===== src/rtl/modulo_step_counter.sv =====
// Modulo/step up-down counter with wrap or saturate mode, clamped load and registered tc pulse.
// Optional compare output enabled by defining MODULO_STEP_COUNTER_MATCH_EN.
module modulo_step_counter #(
  parameter int N = 8,
  parameter int S = 4
) (
  input  logic         clk,
  input  logic         reset,
  input  logic         enable,
  input  logic         up_down,
  input  logic         mode,
  input  logic         load,
  input  logic [N-1:0] data_in,
  input  logic [N-1:0] mod_max,
  input  logic [S-1:0] step,
`ifdef MODULO_STEP_COUNTER_MATCH_EN
  input  logic [N-1:0] cmp_val,
  output logic         match,
`endif
  output logic [N-1:0] counter,
  output logic         tc,
  output logic         at_max,
  output logic         at_zero
);

  localparam int W = ((N > S) ? N : S) + 1;

  // min(step, mod_max); the result never exceeds mod_max so N+1 bits always suffice
  function automatic logic [N:0] eff_step(input logic [S-1:0] s, input logic [N-1:0] m);
    logic [W-1:0] sw;
    logic [W-1:0] mw;
    sw = W'(s);
    mw = W'(m);
    return (sw < mw) ? (N+1)'(sw) : (N+1)'(mw);
  endfunction

  function automatic logic [N:0] umin(input logic [N:0] a, input logic [N:0] b);
    return (a < b) ? a : b;
  endfunction

  logic [N-1:0] counter_q, counter_d;
  logic         tc_q, tc_d;
  logic [N:0]   cnt, mx, st, sum;

  always_comb begin
    cnt       = {1'b0, counter_q};
    mx        = {1'b0, mod_max};
    st        = eff_step(step, mod_max);
    sum       = cnt + st;
    counter_d = counter_q;
    tc_d      = 1'b0;
    if (load) begin
      counter_d = N'(umin({1'b0, data_in}, mx));
    end else if (enable) begin
      if (mod_max == '0) begin
        counter_d = '0;
        tc_d      = 1'b1;
      end else if (cnt > mx) begin
        // mod_max was lowered below the current count
        counter_d = up_down ? '0 : mod_max;
        tc_d      = 1'b1;
      end else if (st != '0) begin
        if (up_down) begin
          if (mode) begin
            counter_d = N'(umin(sum, mx));
            tc_d      = (sum >= mx);
          end else if (sum <= mx) begin
            counter_d = N'(sum);
          end else begin
            counter_d = N'(sum - mx - 1'b1);
            tc_d      = 1'b1;
          end
        end else begin
          if (mode) begin
            if (cnt <= st) begin
              counter_d = '0;
              tc_d      = 1'b1;
            end else begin
              counter_d = N'(cnt - st);
            end
          end else if (cnt >= st) begin
            counter_d = N'(cnt - st);
          end else begin
            counter_d = N'(cnt + mx + 1'b1 - st);
            tc_d      = 1'b1;
          end
        end
      end
    end
  end

  always_ff @(posedge clk) begin
    if (reset) begin
      counter_q <= '0;
      tc_q      <= 1'b0;
    end else begin
      counter_q <= counter_d;
      tc_q      <= tc_d;
    end
  end

  assign counter = counter_q;
  assign tc      = tc_q;
  assign at_max  = (counter_q == mod_max);
  assign at_zero = (counter_q == '0);

`ifdef MODULO_STEP_COUNTER_MATCH_EN
  logic match_q, match_d;

  always_comb begin
    match_d = (counter_d == cmp_val);
  end

  always_ff @(posedge clk) begin
    if (reset) match_q <= 1'b0;
    else       match_q <= match_d;
  end

  assign match = match_q;
`endif

endmodule


===== config.mk =====
export PLATFORM = sky130hd
export DESIGN_NAME = modulo_step_counter
export DESIGN_NICKNAME = d
export VERILOG_FILES = /design/src/rtl/modulo_step_counter.sv
export SDC_FILE = /design/constraint.sdc
export NUM_CORES = 1
export LEC_CHECK = 0
export BUFFER_PORTS_ARGS = -buffer_cell sky130_fd_sc_hd__buf_2
export CAP_MARGIN = 20
export CORE_MARGIN = 8
export CORE_UTILIZATION = 32
export DETAILED_ROUTE_END_ITERATION = 10
export GPL_TIMING_DRIVEN = 1
export SYNTH_ARGS = -nofsm -noshare
export SYNTH_HDL_FRONTEND = slang
export SYNTH_SLANG_ARGS = --single-unit

===== constraint.sdc =====
create_clock -name clk -period 6.94 [get_ports clk]
set_clock_uncertainty 0.05 [all_clocks]
set_input_delay 1.735 -clock clk [delete_from_list [all_inputs] [get_ports clk]]
set_output_delay 1.735 -clock clk [all_outputs]
set_load 0.02 [all_outputs]

Yosys cells after proc, flatten, opt, wreduce, memory -nomap -nowiden:

Index checks and enable logic that the tools add are counted.

* logic and storage cells: 50
* RAM bits: 0
* memories: 0
* output and inout bits: 11
* bits in latches: 0
* memory bits (read-only): 0
* register bits: 9

* order comparisons: 8
* reductions and logical operators: 7
* add/subtract/negate cells: 7
* mux-type cells: 24
* multiply operators: 0
* shift-type cells: 0
* divide/modulo/power cells: 0
* bitwise logic cells: 1
* eq/ne operators: 1

Operator list (count)
* 8-bit 2-to-1 mux: 15
* 8-bit subtractor: 3
* 8-bit logical NOT: 2
* 8-bit by 8-bit adder with 9-bit output: 1
* 9-bit by 8-bit >= comparator with 1-bit output: 1
* 9-bit by 8-bit <= comparator with 1-bit output: 1
* 9-bit by 8-bit less-than comparator with 1-bit output: 1
* 1-bit 2-to-1 mux: 9
* 9-bit nonzero test: 1
* 8-bit by 1-bit adder with 8-bit output (second input constant): 1
* 8-bit adder: 1
* 8-bit equality test: 1
* 8-bit >= comparator: 1
* 8-bit > comparator: 1
* 8-bit <= comparator: 1
* 4-bit by 8-bit less-than comparator with 1-bit output: 1
* 8-bit less-than comparator: 1
* 8-bit by 1-bit subtractor with 8-bit output (second input constant): 1
* 4-bit nonzero test: 1
* 3-bit OR reduction: 1
* 2-bit AND reduction: 1
* 2-bit nonzero test: 1
* 1-bit NOT: 1

Longest topological paths before layout:

* depth in word-level cells: 13
* depth in mapped cells: 23
* depth with buffers taken out: 23

Least setup slack after synthesis:

No wires, ideal clock.

* kind: input to register
* start: input mod_max[1]
* end: register counter_q[4] (netlist: counter[4])
* library setup time: 0.091 ns
* path slack: 0.679 ns
* cell stages on the path: 20
* required time: 6.799 ns
* data arrival time: 6.120 ns
* path buffers: 0
* cells stage by stage: inv_1 -> ha_1 -> a21o_1 -> a211o_1 -> o211ai_2 -> a21o_1 -> ha_1 -> inv_1 -> fa_1 -> and2b_1 -> o21ai_1 -> a311oi_1 -> ha_1 -> a211oi_1 -> o21ai_1 -> o211ai_1 -> a311oi_1 -> a2111oi_2 -> o221ai_1 -> a311oi_1

* longest elaborated chain between the ends: 13

RTL lines
* start, declared: line 14 `input logic [N-1:0] mod_max,`
* 4-bit by 8-bit less-than comparator with 1-bit output: line 34 `return (sw < mw) ? (N+1)'(sw) : (N+1)'(mw);`
* 8-bit 2-to-1 mux: line 34
* 8-bit by 8-bit adder with 9-bit output: line 49 `sum = cnt + st;`
* 8-bit subtractor: line 70 `counter_d = N'(sum - mx - 1'b1);`
* 8-bit by 1-bit subtractor with 8-bit output: line 70
* 8-bit 2-to-1 mux: line 67 `end else if (sum <= mx) begin`
* 8-bit 2-to-1 mux: line 64 `if (mode) begin`
* 8-bit 2-to-1 mux: line 63 `if (up_down) begin`
* 8-bit 2-to-1 mux: line 62 `end else if (st != '0) begin`
* 8-bit 2-to-1 mux: line 58 `end else if (cnt > mx) begin`
* 8-bit 2-to-1 mux: line 55 `if (mod_max == '0) begin`
* 8-bit 2-to-1 mux: line 54 `end else if (enable) begin`
* 8-bit 2-to-1 mux: line 52 `if (load) begin`
* end signal, assigned: line 97 `counter_q <= counter_d;`
* end, declared: line 41 `logic [N-1:0] counter_q, counter_d;`

Parallel ways exist; a longest one is shown, timed or not. The select of a mux whose other input is x is not followed.
A chain may end at the register's enable or synchronous reset.

Final worst setup path:

* start: input mod_max[1]
* end: register counter_q[6] (netlist: counter[6])

Same word-level chain as after synthesis.

==> run summary <==
Leakage power - 1.66 nW
FF-to-FF End - counter[6]
Simple-Gate Fraction of Synth Area - 16.2%
Root Buffer - clkbuf_8
R2R Setup Slk - 2.63 ns
Fillers - 1047
Routed vias/inst - 5.89
Fraction of the mapped netlist area in adder cells - 26.8%
DR DRC count - 0
FF-to-FF path depth - 15
Post-Place Cells - 575
Clk_lat worst skew - 0.24 ns
CTS tree - yes
Status - finished clean
Die Y - 115 um
Diodes inserted - 0
Tot Pwr - 0.797 mW
Final cycle utilization of the critical path - 94.9%
Placer Congestion - 0.932
Max Slew Vio Count - 0
Layout area overhead - 14.1%
Die X - 115 um
Total CTS buffers - 3
Flop pwr share - 10.3%
Rel. slew slack - 36.4%
Boundary Pins - 37
Initial antenna violation count - 0
FF-to-FF Start - counter[1]
Final worst path period need - 6.59 ns
Pin count of the biggest net entering global routing - 17
# setup viols final - 0
Post-route ant nets - 0
Comb pwr share - 81.1%
Met3 WL - 993 um
Num Clock Sinks - 9
Pwr Density - 223 nW/um^2
Mapped Area - 3140 um^2
CP Launch Type - primary input
Worst Path Required - 6.97 ns
Nets - 537
WHS Endpoint - counter[6]
Global route overflow - 0
Row count - 36
H-tree Lvls - 1
Initial Util - 32.5%
Total track usage - 16.8%
Post-synthesis xor/xnor area fraction - 6.14%
Cell taking the most area after synthesis - ha_1
Layout cells sized above 1 - 16.6%
Core ar. - 9640 um^2
Clk slew on worst S/H paths - 0.06 ns
Synth Instances - 401
Worst EP arrival - 6.61 ns
First drt pass iteration count - 5
Worst VDD drop - 0.0000780 V
Fin Setup TNS - 0 ns
Die area - 13200 um^2
Cell variety after synth - 70
Worst Setup Path Type - in -> reg
Vias in the first global route - 3329
Final non-filler cell total - 580
HP Start - counter[6]
Least-Margin Pin Slew - 0.948 ns
Post-synthesis register bit count - 9
Via count - 3418
Worst hold path depth - 2
Most common cell after layout, fill and taps aside - ha_1
Top Metal Used - met4
HPWL Detailed - 9.15 mm
Top FF cell, synth - dfxtp_1
Largest family of logic cells by synthesized area - compound AO/OA/AOI/OAI gates
RSZ-0062 raised after global routing - no
Met2 wire length - 5.01 mm
Global-route wire length before repair - 17.8 mm
Final Hold Viols - 0
Async SR Flop Fraction - 0%
Avg WL per Cell - 19.2 um
FMAX - 152 MHz
Complex-gate fraction of the synthesized area - 34.9%
Synth top area share - 22.3%
Critical path peak fanout - 9
Max-cap viol count - 0
CP endpoint kind - flop
Clk pwr share - 8.6%
HP Class - reg -> reg
Avg Inst Size Synth - 7.82 um^2
Post-synthesis sequential area ratio - 5.74%
IO buf count - 36
Mux share of post-synthesis cell area - 3.51%
Internal power - 0.373 mW
Metal-1 WL - 4.88 mm
Sw Ratio - 53.2%
Synth area leaders - ha_1 22%, dfxtp_1 5.7%, inv_1 4.8%
Final wirelength - 11.1 mm
Most frequent cells in the layout - 56 x ha_1, 40 x inv_1, 36 x buf_2
Psw - 0.425 mW
Initial DRC count - 399
Clock tree buffer depth - 2
Yosys warns - 0
Post-synth EDFFs - 0
-- logic make-up (layout without fill, tap and decap cells) --
family                     count (synthesis)  in the layout
muxes                                     10             10
xor gates and xnor gates                  22             22
adders and majority gates                 63             63
other                                      2              8
and+or+nand+nor                           97             97
DFF                                        9              9
AOI/OAI and AO/OA                        148            148
buffers and inverters                     50             90
-- repair_timing --
item                       in CTS  in global routing
hold buffers                    0                  0
resized for setup               0                  1
setup endpoints to repair       0                  1
buffers inserted                0                  1
-- flip-flops by register name, summed over array words and instances (netlist names) --
signal,flops
counter,8
tc,1
-- per-layer routing --
metal  GRT usage (%)  vias to the layer above
met4            4.73                        0
met5               0                        -
met3            2.68                       24
met2            27.4                      176
li1                -                     1598
met1            22.4                     1620
-- critical path, stage by stage --
cell      delay, ns
buf_2          0.13
inv_1          0.06
ha_1           0.29
a21o_1         0.16
a211o_1        0.30
o211ai_2       0.08
buf_4          0.19
a21o_1         0.20
ha_1           0.24
inv_1          0.07
fa_1           0.39
and2b_1        0.25
o21ai_1        0.13
a311oi_1       0.29
buf_4          0.17
ha_1           0.27
a211oi_1       0.28
o21ai_1        0.14
o211ai_1       0.29
buf_4          0.17
nand3_1        0.16
mux2_2         0.31
o211ai_1       0.18
a311oi_1       0.12
-- power groups by stage --
| stage | clock, mW | combinational (mW) | sequential [mW] |
|---|---|---|---|
| 5_1_grt | 0.0723 | 0.708 | 0.0838 |
| 4_1_cts | 0.0693 | 0.627 | 0.0826 |
| 3_5_place_dp | 0 | 0.623 | 0.0838 |
| 2_1_floorplan | 0 | 0.463 | 0.0826 |
| 3_3_place_gp | 0 | 0.619 | 0.0833 |
| 6_report | 0.0684 | 0.647 | 0.0825 |
-- worst max-delay path by stage --
| stage | startpoint | end | cells past startpoint |
|---|---|---|---|
| 2_1_floorplan | mod_max[1] | counter[4] | 20 |
| 3_3_place_gp | mod_max[1] | counter[4] | 23 |
| 3_5_place_dp | mod_max[1] | counter[4] | 23 |
| 4_1_cts | mod_max[1] | counter[4] | 23 |
| 5_1_grt | mod_max[1] | counter[4] | 23 |
| 6_report | mod_max[1] | counter[6] | 24 |
-- final cells by class --
cell class	count	area [um^2]	share of cell area, %
multi-input combinational	348	2780	77.7
timing repair buffer	46	255	7.13
sequential	9	180	5.03
tap	133	166	4.65
inverter	40	150	4.19
clock buffer	4	45.0	1.26
-- cells in the mapped netlist, types with 7 or more instances --
master,n
nor2b_1,7
nand2_1,14
o21bai_1,9
fa_1,7
nor2_1,30
a211oi_1,7
a311oi_1,7
o21ai_0,16
xor2_1,8
xnor2_1,14
nand3_1,8
mux2_2,8
inv_1,40
a21oi_1,26
o211ai_1,12
ha_1,56
dfxtp_1,9
a21o_1,11
-- through the flow --
| stage | worst slack (ns) | hold slack (ns) | utilization, % | area (um^2) |
|---|---|---|---|---|
| 2_1_floorplan | 0.679 | 0.577 | - | 3160 |
| 3_3_place_gp | 0.297 | 0.579 | 36.5 | 3520 |
| 3_5_place_dp | 0.213 | 0.598 | 36.5 | 3520 |
| 4_1_cts | 0.450 | 0.605 | 37.0 | 3570 |
| 5_1_grt | 0.00395 | 0.631 | 37.1 | 3580 |
| 6_report | 0.355 | 0.596 | 37.1 | 3580 |
Power figures use the tool's default switching activity.
